--- src/rtl/gs_audio_pkg.sv ---
// Shared constants and sample conversion for the General Sound I2S output stage.
// The optional window averager is enabled with the GS_AUDIO_AVG_EN macro.
package gs_audio_pkg;

  localparam int SAMPLE_W   = 16;
  localparam int SLOT_BITS  = 32;
  localparam int FRAME_BITS = 64;
  localparam logic [8:0] MIDPOINT = 9'd256;

  // Offset-binary 9-bit GS sample to signed 16-bit PCM, left-justified.
  function automatic logic [SAMPLE_W-1:0] to_pcm16(input logic [8:0] sample);
    logic [9:0] s10;
    s10 = {1'b0, sample} - {1'b0, MIDPOINT};
    return {s10[8:0], 7'b000_0000};
  endfunction

endpackage

--- src/rtl/gs_audio_avg.sv ---
// Boxcar averager over non-overlapping windows of 2^AVG_LOG2 clk_sys cycles.
// Instantiated per channel only when GS_AUDIO_AVG_EN is defined.
module gs_audio_avg
  import gs_audio_pkg::*;
#(
  parameter int AVG_LOG2 = 4
) (
  input  logic       clk_sys,
  input  logic       areset,
  input  logic [8:0] in_s,
  output logic [8:0] avg
);

  localparam int SUM_W = 9 + AVG_LOG2;

  logic [AVG_LOG2-1:0] win_cnt;
  logic [SUM_W-1:0]    acc;
  logic [SUM_W-1:0]    acc_next;

  assign acc_next = acc + SUM_W'(in_s);

  always_ff @(posedge clk_sys or posedge areset) begin
    if (areset) begin
      win_cnt <= '0;
      acc     <= '0;
      avg     <= MIDPOINT;
    end else begin
      win_cnt <= win_cnt + AVG_LOG2'(1);
      // The sample arriving on the last window cycle is folded into this window.
      if (&win_cnt) begin
        acc <= '0;
        avg <= acc_next[SUM_W-1:AVG_LOG2];
      end else begin
        acc <= acc_next;
      end
    end
  end

endmodule

--- src/rtl/gs_audio_i2s.sv ---
// GS stereo output to Philips I2S: BCK/LRCK divider, 64-slot frame, indexed data.
// Define GS_AUDIO_AVG_EN to feed the frame latch from per-channel window averages.
module gs_audio_i2s
  import gs_audio_pkg::*;
#(
  parameter int BCLK_DIV = 14,
  parameter int AVG_LOG2 = 4
) (
  input  logic       clk_sys,
  input  logic       areset,
  input  logic [8:0] in_l,
  input  logic [8:0] in_r,
  input  logic       mute,
  output logic       i2s_bck,
  output logic       i2s_lrck,
  output logic       i2s_data,
  output logic       sample_strobe
);

  if (BCLK_DIV < 2 || BCLK_DIV > 255) begin : g_bad_bclk_div
    $error("gs_audio_i2s: BCLK_DIV must be in 2..255");
  end
  if (AVG_LOG2 < 1 || AVG_LOG2 > 8) begin : g_bad_avg_log2
    $error("gs_audio_i2s: AVG_LOG2 must be in 1..8");
  end

  localparam logic [7:0] DIV_LAST = 8'(BCLK_DIV - 1);

  logic [7:0]            div_cnt;
  logic [5:0]            bit_cnt;
  logic [FRAME_BITS-1:0] frame;
  logic [8:0]            src_l;
  logic [8:0]            src_r;
  logic [SAMPLE_W-1:0]   pcm_l;
  logic [SAMPLE_W-1:0]   pcm_r;
  logic                  div_wrap;
  logic                  fall_evt;
  logic                  frame_wrap;
  logic [5:0]            bit_cnt_next;
  logic [5:0]            data_idx;

`ifdef GS_AUDIO_AVG_EN
  gs_audio_avg #(.AVG_LOG2(AVG_LOG2)) u_avg_l (
    .clk_sys (clk_sys),
    .areset  (areset),
    .in_s    (in_l),
    .avg     (src_l)
  );
  gs_audio_avg #(.AVG_LOG2(AVG_LOG2)) u_avg_r (
    .clk_sys (clk_sys),
    .areset  (areset),
    .in_s    (in_r),
    .avg     (src_r)
  );
`else
  assign src_l = in_l;
  assign src_r = in_r;
`endif

  always_comb begin
    pcm_l        = mute ? '0 : to_pcm16(src_l);
    pcm_r        = mute ? '0 : to_pcm16(src_r);
    div_wrap     = (div_cnt == DIV_LAST);
    fall_evt     = div_wrap && i2s_bck;
    frame_wrap   = fall_evt && (bit_cnt == 6'd63);
    bit_cnt_next = bit_cnt + 6'd1;
    // Slot k carries F[(64-k) mod 64]: the one-BCK I2S delay after LRCK changes.
    data_idx     = 6'd0 - bit_cnt_next;
  end

  // NOTE: all state here updates with non-blocking assignments so every
  // register sees the pre-edge value of its neighbours.
  always_ff @(posedge clk_sys or posedge areset) begin
    if (areset) begin
      div_cnt       <= '0;
      bit_cnt       <= '0;
      // NOTE: frame is a flat 64-bit register, not a RAM, so it is reset with
      // the rest of the state and an aborted frame never leaks out after reset.
      frame         <= '0;
      i2s_bck       <= 1'b0;
      i2s_lrck      <= 1'b0;
      i2s_data      <= 1'b0;
      sample_strobe <= 1'b0;
    end else begin
      sample_strobe <= frame_wrap;

      if (div_wrap) begin
        div_cnt <= '0;
        i2s_bck <= ~i2s_bck;
      end else begin
        div_cnt <= div_cnt + 8'd1;
      end

      // Data and LRCK move only on BCK falling edges, never on a rising edge.
      if (fall_evt) begin
        bit_cnt  <= bit_cnt_next;
        i2s_lrck <= bit_cnt_next[5];
        i2s_data <= frame[data_idx];
        if (bit_cnt == 6'd63) begin
          frame <= {pcm_l, (SLOT_BITS - SAMPLE_W)'(0), pcm_r, (SLOT_BITS - SAMPLE_W)'(0)};
        end
      end
    end
  end

endmodule

--- config.mk ---
export PLATFORM = sky130hd
export DESIGN_NAME = gs_audio_i2s
export DESIGN_NICKNAME = d
export VERILOG_FILES = /design/src/rtl/gs_audio_pkg.sv /design/src/rtl/gs_audio_avg.sv /design/src/rtl/gs_audio_i2s.sv
export SDC_FILE = /design/constraint.sdc
export NUM_CORES = 1
export LEC_CHECK = 0
export ABC_AREA = 1
export CAP_MARGIN = 20
export CORE_UTILIZATION = 60
export CTS_CLUSTER_DIAMETER = 120
export DETAILED_ROUTE_END_ITERATION = 10
export DONT_BUFFER_PORTS = 1
export PLACE_DENSITY = 0.76
export RECOVER_POWER = 50
export SYNTH_ARGS = -nofsm -noshare
export SYNTH_HDL_FRONTEND = slang
export SYNTH_HIERARCHICAL = 1
export SYNTH_SLANG_ARGS = --single-unit
--- constraint.sdc ---
create_clock -name clk_sys -period 2.16 [get_ports clk_sys]
set_clock_uncertainty 0.1 [all_clocks]
set_input_delay 0.432 -clock clk_sys [delete_from_list [all_inputs] [get_ports clk_sys]]
set_output_delay 0.432 -clock clk_sys [all_outputs]
set_load 0.01 [all_outputs]
==> results of run 1 <==
==> final cells by class <==
| class | count | area [sq um] |
|---|---|---|
| fillers | 288 | 1040 |
| multi-input cells | 170 | 885 |
| flip-flops and latches | 35 | 876 |
| inverters | 51 | 191 |
| well taps | 44 | 55.1 |
| clock buffers | 5 | 37.5 |
| repair buffers | 4 | 30.0 |
| clock inverters | 2 | 13.8 |
==> worst paths after layout <==
path                       startpoint    endpoint  slack, ns  cells after the start
min in group asynchronous      areset  div_cnt[7]       0.70                      3
max                        div_cnt[1]   frame[57]       0.25                      7
min reg2reg                 frame[59]   frame[59]       0.39                      2
max reg2reg                div_cnt[1]   frame[57]       0.25                      7
min                           in_l[8]   frame[63]       0.06                      1
max in group asynchronous      areset   frame[25]       0.74                      3
==> cell usage after synthesis <==
| master | instances |
|---|---|
| o31ai_1 | 7 |
| buf_1 | 1 |
| nand2_1 | 98 |
| nor2_4 | 2 |
| nand2_4 | 1 |
| o31ai_2 | 11 |
| nand4_1 | 3 |
| xor2_1 | 3 |
| nor2_2 | 1 |
| o21ai_0 | 9 |
| ha_1 | 3 |
| inv_2 | 3 |
| clkbuf_1 | 1 |
| inv_1 | 48 |
| nor3_1 | 2 |
| nor3_2 | 1 |
| nand3_1 | 10 |
| a21oi_1 | 2 |
| buf_6 | 3 |
| nand2_2 | 4 |
| dfrtp_1 | 35 |
| nor2_1 | 11 |
| buf_4 | 2 |
| or2_2 | 1 |
| buf_2 | 1 |
| or2_4 | 1 |
==> sequential cells by signal, indices dropped and copies added, names as in the netlist <==
name           flops
i2s_bck            1
frame             18
bit_cnt            5
sample_strobe      1
i2s_data           1
div_cnt            8
i2s_lrck           1
==> kinds of logic after synthesis <==
kind of cell	synth area share
compound gates	0.122
xor+xnor	0.0130
fa+ha+maj	0.0186
buf+inv	0.125
flops	0.435
simple gates	0.287
==> power groups by stage <==
stage	registers, uW	logic [uW]	clock network (uW)
global route	655	26.2	375
CTS	655	24.3	348
floorplan	668	22.7	0
global placement	668	22.5	0
detailed placement	668	22.7	0
finish	655	22.2	335
==> metal layers <==
metal | GRT usage | up-vias
li1 | - | 812
met1 | 0.291 | 719
met2 | 0.383 | 24
met3 | 0.0584 | 7
met4 | 0.0897 | 0
met5 | 0 | -
==> worst max-delay path: stages (launching register included) <==
cell	delay (ns)
dfrtp_1	0.41
inv_1	0.06
ha_1	0.13
nand3_1	0.07
or2_0	0.34
nor2_4	0.16
nand2_4	0.24
o31ai_1	0.30
==> stage by stage <==
stage	utilization	instance area, sq um	cells	power (uW)	setup slack (ns)
after floorplan	-	2020	264	690	0.414
final	0.668	2090	311	1010	0.248
after global routing	0.668	2090	311	1060	0.0159
after CTS	0.669	2090	311	1030	0.255
after detailed placement	0.650	2030	303	690	0.285
after global placement	0.650	2030	303	690	0.369
==> impl_metrics.yaml, run 1 <==
synth:
  ys_ff_latch: 35
  yosys_warnings: 6
  syn-num-nets: 288
  syn_area_per_cell_sq_um: 7.64
  mappedNetlistArea_sq_um: 2020
  yosysTopAreaCell: "dfrtp_1"
  synth_seq_area_share: 0.435
  synthCells: 264
  yosys-top-cells-area: "dfrtp_1, nand2_1, inv_1"
  ys_types: 26
  synth_largest_type_area_fraction: 0.435
finish:
  final_common_cell: "nand2_1"
  diodes: 0
  final_nets: 291
  area_delta_synth_final_pct: 3.60
  layout_common_cells: "nand2_1, inv_1, dfrtp_1"
  drive_gt1_frac: 0.127
clock_network:
  cts_resized: 0
  htreeDepth: 2
  cts_tree: "done"
  holdBufCountCts: 1
  postCtsSetupBuffers: 0
  clkTransAtPathRegs_ns: 0.11
  clockRootBuffer: "clkbuf_4"
  cts_made_buffers: 5
  clk-insertion-delay-late_ns: 0.34
  clockBufferDepth: 2
  cts.sinks: 35
routing:
  wl_met3_microns: 104
  drt_iter0_markers: 81
  ant_nets: 0
  wl_met2_mm: 1.55
  top_layer: "met4"
  vias: 1562
  wl_met1_mm: 1.65
  post_drt_via_cell_ratio: 5.02
  routed_wirelength_mm: 3.36
  drc: 0
  detail_route.wl_per_cell_microns: 10.8
  dr.pass1.iters: 4
die:
  die_w_microns: 60.0
  core_area_sq_um: 3130
  dieArea_sq_um: 3600
  start_util: 0.644
  io_pins: 25
  die_h_microns: 60.0
  rows: 20
worst_setup_path:
  start_kind: "flip-flop"
  endpoint_kind: "flip-flop"
  worstPathRequired_ns: 2.31
  crit_arrival_ns: 2.06
  crit_fanout: 37
  worstSetupPathType: "reg2reg"
power_and_ir_drop:
  power.share.sequential: 0.647
  ir_drop_v: 0.000433
  combinationalPowerShare: 0.022
  powerDensity_nw_per_um2: 485
  switching_share: 0.230
  p_int_uw: 780
  clkPwrFrac: 0.331
  total_leakage_power_uw: 0.00122
  net-switching-power_uw: 232
timing:
  whs_ns: 0.0583
  finalCriticalPeriod_ns: 1.91
  finalCritPeriodShare: 0.885
  hold_violations: 0
  slew_headroom: 0.445
  rsz0062_at_grt: "no"
  final_max_slew_viol_count: 0
  tightest_slew_ns: 0.832
  finalSetupViolCount: 0
  fmax_mhz: 523
  fin_setup_tns_ns: 0
grt:
  grt_pass1_vias: 1464
  gr-total-overflow: 0
  antenna_found_initial: 0
  grt_usage: 0.231
  grt_pass1_wl_mm: 6.09
  grt_max_degree: 38
placement:
  io_buffers: 0
  hpwl_mm: 2.41
  gp_congestion: 0.853
run:
  cap_viol_max_count: 0
worst_hold_path:
  hold_path_class: "in2reg"
outcome:
  status: "complete, no violations"
Note: power is estimated with default switching activity, not from simulation.
==> run 2: changes to the inputs <==
==> constraint.sdc (replaced) <==
create_clock -name clk_sys -period 2.1 [get_ports clk_sys]
set_clock_uncertainty 0.1 [all_clocks]
set_input_delay 0.42 -clock clk_sys [delete_from_list [all_inputs] [get_ports clk_sys]]
set_output_delay 0.42 -clock clk_sys [all_outputs]
set_load 0.01 [all_outputs]
==> impl_metrics.yaml, run 2 (synthesis results as in run 1) <==
worst_setup_path:
  crit_arrival_ns: 2.01
  start_kind: "flip-flop"
  critPathTopFamily: "simple AND/OR/NAND/NOR gates"
  critPathMaxStageDelay_ns: 0.42
  worstSetupPathType: "reg2reg"
  crit_top_cell: "nand2_1"
  slowest_stage: "dfrtp_1"
  crit_fanout: 7
  crit_buf_inv: 2
  endpoint_kind: "flip-flop"
  crit_path_cell_trace: "ha_1, inv_2, nand2_2, inv_1, nand2_2, nor2_4, nand2_1, nand2_1, nand2_1, nand3_1, nand2_1, nand2_1, nand2_1"
  worstPathRequired_ns: 2.24
power_and_ir_drop:
  total_leakage_power_uw: 0.00122
  combinationalPowerShare: 0.022
  power.share.sequential: 0.644
  clkPwrFrac: 0.334
  p_int_uw: 807
  fin_total_pwr_uw: 1050
  switching_share: 0.228
  powerDensity_nw_per_um2: 500
  ir_drop_v: 0.000340
  net-switching-power_uw: 239
finish:
  largest_reg_flops: 18
  diodes: 0
  nFillCells: 269
  layout_common_cells: "nand2_1, inv_1, dfrtp_1"
  instances_no_fill: 312
  final_nets: 291
  seq_area_sq_um: 876
  area_delta_synth_final_pct: 3.85
  drive_gt1_frac: 0.131
  design_area_sq_um: 2090
  final_common_cell: "nand2_1"
  reg_top3: "frame: 18 flops, div_cnt: 8 flops, bit_cnt: 5 flops"
  regMostFlops: "frame"
  multi_input_area_sq_um: 887
placement:
  dp.cells: 303
  gp_congestion: 0.920
  place_ws_ns: 0.250
  io_buffers: 0
  hpwl_mm: 2.42
  place_area_sq_um: 2030
routing:
  dr.pass1.iters: 4
  post_drt_via_cell_ratio: 5.01
  vias: 1564
  wl_met1_mm: 1.60
  wl_met3_microns: 114
  detail_route.wl_per_cell_microns: 10.5
  ant_nets: 0
  drt_iter0_markers: 78
  routed_wirelength_mm: 3.29
  top_layer: "met4"
  drc: 0
  wl_met2_mm: 1.52
clock_network:
  cts_tree: "done"
  htreeDepth: 2
  cts_made_buffers: 5
  cts.sinks: 35
  clkTransAtPathRegs_ns: 0.11
  clockBufferDepth: 2
  clockRootBuffer: "clkbuf_4"
  cts_resized: 0
  postCtsSetupBuffers: 0
  clk-insertion-delay-late_ns: 0.33
worst_hold_path:
  hold_path_class: "in2reg"
die:
  io_pins: 25
  rows: 20
  dieArea_sq_um: 3600
  core_area_sq_um: 3130
  start_util: 0.644
  die_w_microns: 60.0
  die_h_microns: 60.0
timing:
  finalCritPeriodShare: 0.892
  slew_headroom: 0.456
  setup_slack_ns: 0.227
  tightest_slew_ns: 0.817
  final_max_slew_viol_count: 0
  finalCriticalPeriod_ns: 1.87
  hold_violations: 0
  finalSetupViolCount: 0
  rsz0062_at_grt: "no"
  fmax_mhz: 534
  fin_setup_tns_ns: 0
grt:
  grt_pass1_wl_mm: 5.73
  grt_pass1_vias: 1460
  grt_usage: 0.217
  grt_max_degree: 38
  antenna_found_initial: 0
  gr-total-overflow: 0
outcome:
  status: "complete, no violations"
run:
  cap_viol_max_count: 0
-- run 2: cell count changes in the layout (fill, tap and decap cells not counted) --
cell	delta
clkbuf_1	+1
clkinv_4	-1
clkinvlp_4	+1
or2_0	-1
or2_4	+1
-- run 2: per-stage QoR --
step | hold slack (ns) | util
after floorplan | 0.352 | -
after global placement | 0.332 | 0.650
after detailed placement | 0.332 | 0.650
after CTS | 0.0475 | 0.670
after global routing | 0.0370 | 0.669
final | 0.0572 | 0.669
-- run 2: final cells by class --
type / instances / share of cell area
Inverter: 51 / 0.0915
Multi-Input combinational cell: 170 / 0.424
Clock buffer: 6 / 0.0197
Sequential cell: 35 / 0.418
Clock inverter: 2 / 0.00598
Tap cell: 44 / 0.0263
Timing Repair Buffer: 4 / 0.0143
-- run 2: timing repair --
action | in CTS | in global routing
hold buffers | 1 | 0
hold endpoints to repair | 35 | 0
setup endpoints to repair | 0 | 0
-- run 2: worst paths after layout --
path	from	endpoint	slack (ns)	cells past startpoint
worst max-delay path	bit_cnt[1]	i2s_data	0.23	13
worst min-delay path	in_l[8]	frame[63]	0.06	1
worst max register to register	bit_cnt[1]	i2s_data	0.23	13
worst min register to register	frame[58]	frame[58]	0.39	2
max in group asynchronous	areset	frame[25]	0.73	3
min in group asynchronous	areset	div_cnt[4]	0.66	3
-- run 2: metal layers --
metal | vias to the layer above | track usage
li1 | 817 | -
met1 | 709 | 0.261
met2 | 30 | 0.365
met3 | 8 | 0.0606
met4 | 0 | 0.0864
met5 | - | 0
-- run 2: power groups by stage --
stage | clock, uW | sequential, uW | combinational, uW
3_5_place_dp | 0 | 687 | 23.5
5_1_grt | 396 | 674 | 26.9
6_report | 350 | 674 | 22.7
4_1_cts | 364 | 674 | 24.9
3_3_place_gp | 0 | 687 | 22.8
2_1_floorplan | 0 | 687 | 23.3
